File: config.mk
export PLATFORM = sky130hd
export DESIGN_NAME = stopwatch_ctrl
export DESIGN_NICKNAME = d
export VERILOG_FILES = /design/src/rtl/stopwatch_ctrl.sv
export SDC_FILE = /design/constraint.sdc
export NUM_CORES = 1
export LEC_CHECK = 0
export ABC_AREA = 1
export CORE_ASPECT_RATIO = 0.7
export CORE_MARGIN = 5
export CORE_UTILIZATION = 54
export DETAILED_ROUTE_END_ITERATION = 10
export GPL_ROUTABILITY_DRIVEN = 0
export PLACE_DENSITY = 0.87
export SLEW_MARGIN = 0
export SYNTH_ARGS = -nofsm -noshare
export SYNTH_HDL_FRONTEND = slang
export SYNTH_SLANG_ARGS = --single-unit
File: constraint.sdc
create_clock -name CLOCK_50 -period 2.2 [get_ports CLOCK_50]
set_input_delay 0.44 -clock CLOCK_50 [delete_from_list [all_inputs] [get_ports CLOCK_50]]
set_output_delay 0.44 -clock CLOCK_50 [all_outputs]
set_load 0.03 [all_outputs]
File: src/rtl/stopwatch_ctrl.sv
// stopwatch_ctrl: stopwatch timebase and control FSM.
// Counts MM:SS.t in BCD from a 10 Hz enable pulse. Start/stop, lap
// freeze and clear come from pre-synchronized push-button levels.
//
// Ports:
//   CLOCK_50   in   system clock (sole clock)
//   reset      in   synchronous, active-high reset
//   tick_in    in   one-cycle 10 Hz count enable
//   btn_start  in   rising edge toggles run/pause
//   btn_lap    in   rising edge toggles lap freeze
//   btn_clear  in   rising edge clears the count while paused
//   min_tens, min_ones, sec_tens, sec_ones, tenths  out  BCD display digits
//   running    out  high in RUN or LAP
//   lap_active out  high in LAP (display frozen)
//   wrapped    out  sticky rollover flag past MAX_MINUTES:59.9
module stopwatch_ctrl #(
  parameter int unsigned MAX_MINUTES = 59
) (
  input  logic       CLOCK_50,
  input  logic       reset,
  input  logic       tick_in,
  input  logic       btn_start,
  input  logic       btn_lap,
  input  logic       btn_clear,
  output logic [3:0] min_tens,
  output logic [3:0] min_ones,
  output logic [3:0] sec_tens,
  output logic [3:0] sec_ones,
  output logic [3:0] tenths,
  output logic       running,
  output logic       lap_active,
  output logic       wrapped
);

  localparam logic [1:0] S_IDLE  = 2'd0;
  localparam logic [1:0] S_RUN   = 2'd1;
  localparam logic [1:0] S_LAP   = 2'd2;
  localparam logic [1:0] S_PAUSE = 2'd3;

  localparam logic [3:0] MAX_MT = 4'(MAX_MINUTES / 10);
  localparam logic [3:0] MAX_MO = 4'(MAX_MINUTES % 10);

  logic [1:0] r_state;
  logic       r_prev_start, r_prev_lap, r_prev_clear;
  logic [3:0] r_t, r_so, r_st, r_mo, r_mt;

  logic       w_edge_start, w_edge_lap, w_edge_clear;
  logic [1:0] w_next_state;
  logic       w_clear_cnt;
  logic       w_count_en;
  logic       w_wrap;
  logic [3:0] w_n_t, w_n_so, w_n_st, w_n_mo, w_n_mt;

  assign w_edge_start = btn_start & ~r_prev_start;
  assign w_edge_lap   = btn_lap   & ~r_prev_lap;
  assign w_edge_clear = btn_clear & ~r_prev_clear;
  assign w_count_en   = tick_in & ((r_state == S_RUN) | (r_state == S_LAP));

  // Priority clear > start > lap; each state only reacts to its own subset.
  always_comb begin
    w_next_state = r_state;
    w_clear_cnt  = 1'b0;
    case (r_state)
      S_IDLE:  if (w_edge_start) w_next_state = S_RUN;
      S_RUN: begin
        if (w_edge_start)    w_next_state = S_PAUSE;
        else if (w_edge_lap) w_next_state = S_LAP;
      end
      S_LAP: begin
        if (w_edge_start)    w_next_state = S_PAUSE;
        else if (w_edge_lap) w_next_state = S_RUN;
      end
      default: begin
        if (w_edge_clear) begin
          w_next_state = S_IDLE;
          w_clear_cnt  = 1'b1;
        end else if (w_edge_start) begin
          w_next_state = S_RUN;
        end
      end
    endcase
  end

  // BCD carry chain; minutes wrap to zero after MAX_MINUTES:59.9.
  always_comb begin
    w_n_t  = r_t;
    w_n_so = r_so;
    w_n_st = r_st;
    w_n_mo = r_mo;
    w_n_mt = r_mt;
    w_wrap = 1'b0;
    if (w_clear_cnt) begin
      w_n_t  = '0;
      w_n_so = '0;
      w_n_st = '0;
      w_n_mo = '0;
      w_n_mt = '0;
    end else if (w_count_en) begin
      if (r_t != 4'd9) begin
        w_n_t = r_t + 4'd1;
      end else begin
        w_n_t = '0;
        if (r_so != 4'd9) begin
          w_n_so = r_so + 4'd1;
        end else begin
          w_n_so = '0;
          if (r_st != 4'd5) begin
            w_n_st = r_st + 4'd1;
          end else begin
            w_n_st = '0;
            if ((r_mt == MAX_MT) && (r_mo == MAX_MO)) begin
              w_n_mo = '0;
              w_n_mt = '0;
              w_wrap = 1'b1;
            end else if (r_mo != 4'd9) begin
              w_n_mo = r_mo + 4'd1;
            end else begin
              w_n_mo = '0;
              w_n_mt = r_mt + 4'd1;
            end
          end
        end
      end
    end
  end

  always_ff @(posedge CLOCK_50) begin
    if (reset) begin
      r_state      <= S_IDLE;
      r_prev_start <= 1'b1;
      r_prev_lap   <= 1'b1;
      r_prev_clear <= 1'b1;
      r_t          <= '0;
      r_so         <= '0;
      r_st         <= '0;
      r_mo         <= '0;
      r_mt         <= '0;
      wrapped      <= 1'b0;
      running      <= 1'b0;
      lap_active   <= 1'b0;
      min_tens     <= '0;
      min_ones     <= '0;
      sec_tens     <= '0;
      sec_ones     <= '0;
      tenths       <= '0;
    end else begin
      r_state      <= w_next_state;
      r_prev_start <= btn_start;
      r_prev_lap   <= btn_lap;
      r_prev_clear <= btn_clear;
      r_t          <= w_n_t;
      r_so         <= w_n_so;
      r_st         <= w_n_st;
      r_mo         <= w_n_mo;
      r_mt         <= w_n_mt;
      if (w_clear_cnt)  wrapped <= 1'b0;
      else if (w_wrap)  wrapped <= 1'b1;
      running    <= (w_next_state == S_RUN) | (w_next_state == S_LAP);
      lap_active <= (w_next_state == S_LAP);
      // Display follows the next count except while staying in LAP; the
      // RUN->LAP edge therefore captures the count of that same cycle.
      if ((w_next_state != S_LAP) || (r_state != S_LAP)) begin
        min_tens <= w_n_mt;
        min_ones <= w_n_mo;
        sec_tens <= w_n_st;
        sec_ones <= w_n_so;
        tenths   <= w_n_t;
      end
    end
  end

endmodule

=== Word-level counts from Yosys, hierarchy flattened ===
Cells that the tools add are included.

* Add/subtract/negate cells: 5
* Equality and inequality tests: 12
* Mux-type cells: 41
* Bitwise operators: 9
* Reduce and logical (&&, ||, !) cells: 5

{| class="wikitable"
|+ Operator list
! cell !! number
|-
| $mux 4 || 26
|-
| $add 4x1->4 const B || 5
|-
| $mux 2 || 6
|-
| $ne 4x4->1 const B || 3
|-
| $mux 1 || 8
|-
| $pmux 2 s3 || 1
|-
| $and 1x1->1 || 4
|-
| $eq 2x1->1 const B || 2
|-
| $eq 2x2->1 const B || 2
|-
| $eq 4x3->1 const B || 1
|-
| $eq 4x4->1 const B || 1
|-
| $ne 2x2->1 const B || 2
|-
| $ne 4x3->1 const B || 1
|-
| $not 1->1 || 3
|-
| $reduce_or 3->1 || 1
|-
| $logic_not 2->1 || 1
|-
| $or 1x1->1 || 2
|-
| $reduce_or 2->1 || 1
|-
| $logic_and 1x1->1 || 1
|-
| $logic_or 1x1->1 || 1
|}

* Bits in registers: 48
* Output and inout bits: 23
* Word-level logic and storage cells: 89

=== Depth between registers and ports, before layout ===
* Depth in word-level cells: 8
* Depth in mapped cells: 13
* Mapped depth without buffers: 13

=== Least setup slack after synthesis ===
Ideal clock, no wire load.

* Path type: register to register
* Start point: register r_state[1]
* End point: register sec_ones[2]
* Setup time: 0.064 ns
* Data arrival time: 1.861 ns
* Path slack: 0.275 ns
* Stages on the path, launching flop included: 10
* Buffers on the path: 1
* Path through: dfxtp_1 > ha_1 > nand3_1 > buf_2 > a31oi_1 > ha_1 > nand2_1 > nor2_1 > nor2_1 > nor2_1

* Cells in the longest elaborated chain, start to end: 5
* Elaborated cells on any way between the ends: 19
* Classes of those cells: eq/ne: 4; mux: 10; bitwise: 2; reduce/logical: 3

{| class="wikitable"
|+ Ends and longest elaborated chain
! element !! line !! RTL
|-
| from (decl) || 43 || <nowiki>logic [1:0] r_state;</nowiki>
|-
| from (signal assigned) || 147 || <nowiki>r_state <= w_next_state;</nowiki>
|-
| $mux 2 (tied with other cells) || 64, 77 ||
|-
| $mux 2 (tied with other cells) || 74 || <nowiki>if (w_edge_clear) begin</nowiki>
|-
| $pmux 2 s3 / $and 1x1->1 (equally long branches) || 63, 57 ||
|-
| $ne 2x2->1 / $mux 4 (equally long branches) || 162, 98 ||
|-
| $logic_or 1x1->1 / $mux 4 (equally long branches) || 162, 92 ||
|-
| to (signal assigned) || 166 || <nowiki>sec_ones <= w_n_so;</nowiki>
|-
| to (decl) || 28 || <nowiki>output logic [3:0] sec_ones,</nowiki>
|}

Parallel ways exist; a longest one is shown, timed or not.
A chain may end at the register's enable or synchronous reset.

=== Worst setup path after layout ===
* Start point: input btn_lap
* End point: register sec_tens[2]

* Cells in the longest elaborated chain, start to end: 6
* Elaborated cells on any way between the ends: 8
* Classes of those cells: eq/ne: 1; mux: 5; bitwise: 1; reduce/logical: 1

{| class="wikitable"
|+ Ends and longest elaborated chain
! element !! line !! RTL
|-
| from (decl) || 23 || <nowiki>input logic btn_lap,</nowiki>
|-
| $and 1x1->1 * || 55 || <nowiki>assign w_edge_lap = btn_lap & ~r_prev_lap;</nowiki>
|-
| $mux 2, on equally long branches || 71, 67 ||
|-
| $mux 2, on equally long branches || 70, 66 ||
|-
| $pmux 2 s3 * || 63 || <nowiki>case (r_state)</nowiki>
|-
| net w_next_state[1] || 48 || <nowiki>logic [1:0] w_next_state;</nowiki>
|-
| $ne 2x2->1 * || 162 || <nowiki>if ((w_next_state != S_LAP) || (r_state != S_LAP)) begin</nowiki>
|-
| $logic_or 1x1->1 * || 162 ||
|-
| to (signal assigned) || 165 || <nowiki>sec_tens <= w_n_st;</nowiki>
|-
| to (decl) || 27 || <nowiki>output logic [3:0] sec_tens,</nowiki>
|}

Mark *: on every way through the listed nets, which the timed path passes. The rest lies on a longest branch.

==> results.ini <==
[status]
status=completed

[yosys]
syn_nets=329
yosys.area.top_type=dfxtp_1
ys_ff_latch=48
syn-cell-area_sq_mm=0.002271
synth_top_area_frac=0.4231
syn_avg_cell_area_sq_um=7.279
synthCells=312
synth.area.top_cells=dfxtp_1 42%, nand2_1 11%, nor2_1 7.4%, nand3_1 6.4%, inv_1 6.3%
synthDistinctLibCells=25
ys_warn_count=0
seq_area_frac_synth=0.4231

[worst_setup_path]
crit_required_ps=2420
cp.arrival_ps=2240
crit_fanout=20
critPathLaunchType=input pin
r2r_start=r_state[0]
critPathTopFamily=buffers and inverters
r2r_slack_ps=190
r2r_end=min_tens[0]
critPathMaxStageDelay_ps=450
worstSetupPathType=input pin to flip-flop
path_buf_inv=3
cp_cell_sequence=clkdlybuf4s50_1, inv_1, nor2_2, nand2_1, a21oi_1, o21ai_1, nand2_1, nand2_1, ha_1, nand2_2, buf_6, o21ai_0, a21oi_1
rr_worst_depth=10
cp_common_cell=nand2_1
worst_path_max_delay_cell=clkdlybuf4s50_1
worstSetupEndpointType=flip-flop

[place]
dpl_cell_area_sq_mm=0.002670
post-dp-hpwl_um=3879
numPortBuffers=28
dp_cells=396

[finish]
antenna_cells=0
finalNonFillerCells=406
nNetsFinal=370
drive_gt1_frac=0.1412
fin_area_sq_mm=0.002801
syn_to_final_growth_pct=23.36
fillers=332
seq_area_sq_um=960.9
multi_input_area_sq_mm=0.001150

[clock_network]
clock-sinks=48
insertion_delay_ps=290
cts_tree=done
clockBufferDepth=2
cts.clk_slew.worst_paths_ps=80
cts_buffers=5
h-tree-depth=2
root_buffer=clkbuf_8
holdBufCountCts=0

[drt]
final_antenna_net_count=0
vias_per_cell=5.094
wl_um=5100
drc=0
vias=2068
routedWlPerCell_um=12.56
drt_iter0_markers=137
firstDrtPassIters=4

[die]
core_sq_mm=0.003994
io_pins=29
initial_core_util=0.5686
die-area_sq_mm=0.005623
rows=19
die_x_um=87.51
die_y_um=64.26

[global_route]
antenna_found_initial=0
grt_max_degree=24
grt_pass1_vias=1921
track_usage=0.1919
grt_pass1_wl_um=8735
overflow=0

[timing]
skew_ps=3.699
max-slew-margin-rel=0.7750
min_period_over_period=0.9169
report.final.hold_viol_count=0
worst_hold_slack_ps=454.0
clock.fmax_ghz=0.4957
min_period_ps=2017
maxSlewViolCount=0
worst-slew-pin-transition_ps=336.5
setup_viol=0

[pwr]
ir_drop_mv=0.3827
powerDensity_mw_per_mm2=543.2
p_leak_uw=0.001248
power_uw=1522

[worst_hold_path]
hold_start=sec_tens[0]
hold_path_class=flip-flop to flip-flop
holdPathEnd=sec_tens[0]
holdPathStages=2

[job]
max_cap_viol_count=0

==> area by class of cell <==
| class | count | area share |
|---|---|---|
| Multi-Input combinational cell | 216 | 0.4104 |
| Sequential cell | 48 | 0.3430 |
| Timing Repair Buffer | 41 | 0.1362 |
| Inverter | 41 | 0.05494 |
| Clock buffer | 8 | 0.03216 |
| Tap cell | 52 | 0.02322 |
==> worst min-delay path, delay by kind of cell, from the launching register on <==
family | cells | cell delay [ps]
flip-flops | 1 | 320
AND/OR/NAND/NOR | 2 | 100
==> cell families (layout without fill, tap and decap cells) <==
family,after synthesis,after routing,synth area share
simple gates,168,168,0.3493
flops,48,48,0.4231
fa+ha+maj,11,11,0.06061
buf+inv,48,90,0.08044
compound gates,37,37,0.08650
==> synthesized netlist by cell type <==
library cell	instances
nand2_1	66
dfxtp_1	48
nor2_1	45
inv_1	38
nand3_1	29
o21ai_0	21
a21oi_1	11
ha_1	11
nand4_1	6
clkbuf_1	4
nand2_2	4
nor2_4	4
inv_2	3
nand2_4	3
nand3_2	3
nor3_1	3
or2_2	3
a21oi_2	2
buf_2	2
a31oi_1	1
buf_1	1
nor2_2	1
nor2_8	1
o21ai_1	1
o31ai_1	1
==> stage by stage <==
step                      setup WS (ps)  setup TNS (ps)    util
after floorplan                   274.9               0       -
after global placement           -155.5           -1911  0.6685
after detailed placement         -240.4           -3604  0.6685
after CTS                         59.15               0  0.6911
after global routing             -1.901          -1.901  0.7014
final                             182.8               0  0.7014
==> cells in the final DEF, fill, tap and decap left out <==
cell | netlist | routed
buf_4 | 0 | 12
buf_6 | 0 | 1
a21oi_1 | 11 | 11
dfxtp_1 | 48 | 48
clkbuf_1 | 4 | 2
a31oi_1 | 1 | 1
nor2_1 | 45 | 42
inv_2 | 3 | 4
nand3_1 | 29 | 29
nor3_1 | 3 | 3
o21ai_0 | 21 | 19
ha_1 | 11 | 11
o21ai_1 | 1 | 3
nand2_2 | 4 | 6
nand3_2 | 3 | 3
inv_1 | 38 | 37
nor2_2 | 1 | 3
or2_2 | 3 | 3
clkdlybuf4s50_1 | 0 | 28
nor2_4 | 4 | 5
o31ai_2 | 0 | 1
clkbuf_8 | 0 | 6
a21oi_2 | 2 | 2
nor2_8 | 1 | 1
nand2_1 | 66 | 64
nand4_1 | 6 | 6
nand2_4 | 3 | 3
==> sequential cells by signal, summed over array words and instances, names as in the netlist <==
name	count
lap_active	1
sec_tens	4
sec_ones	4
min_tens	4
r_st	4
r_so	4
tenths	4
r_prev_lap	1
r_t	4
r_state	2
running	1
min_ones	4
r_prev_clear	1
r_prev_start	1
wrapped	1
r_mt	4
r_mo	4
==> worst max-delay path by stage <==
| stage | end | cells after the start | startpoint | slack (ps) |
|---|---|---|---|---|
| floorplan | sec_ones[2] | 9 | r_state[1] | 270 |
| global placement | sec_tens[3] | 14 | btn_lap | -160 |
| detailed placement | sec_ones[3] | 14 | btn_lap | -240 |
| CTS | sec_ones[3] | 14 | btn_lap | 60 |
| global route | sec_ones[1] | 13 | btn_lap | -2 |
| finish | sec_tens[2] | 13 | btn_lap | 180 |
==> per-layer routing <==
layer | vias up | track usage | wire length, um
met1 | 951 | 0.2789 | 2599
met5 | - | 0 | 0
met3 | 8 | 0.04493 | 212
met4 | 0 | 0.03831 | 38
met2 | 38 | 0.2895 | 2249
li1 | 1071 | - | -
==> power breakdown <==
part	leakage (uW)	total, uW	internal, uW	switching (uW)
Combinational	0.000815	97.0	39.6	57.3
Clock	0.0000455	542	257	285
Sequential	0.000388	883	878	5.08
Total	0.00125	1520	1170	348
==> what timing repair did <==
action / in CTS / in global routing
hold endpoints to repair: 0 / 0
gates resized for setup: 0 / 11
endpoints found under the setup margin: 0 / 19
buffers inserted: 0 / 2
Note: power is estimated with default switching activity, not from simulation.
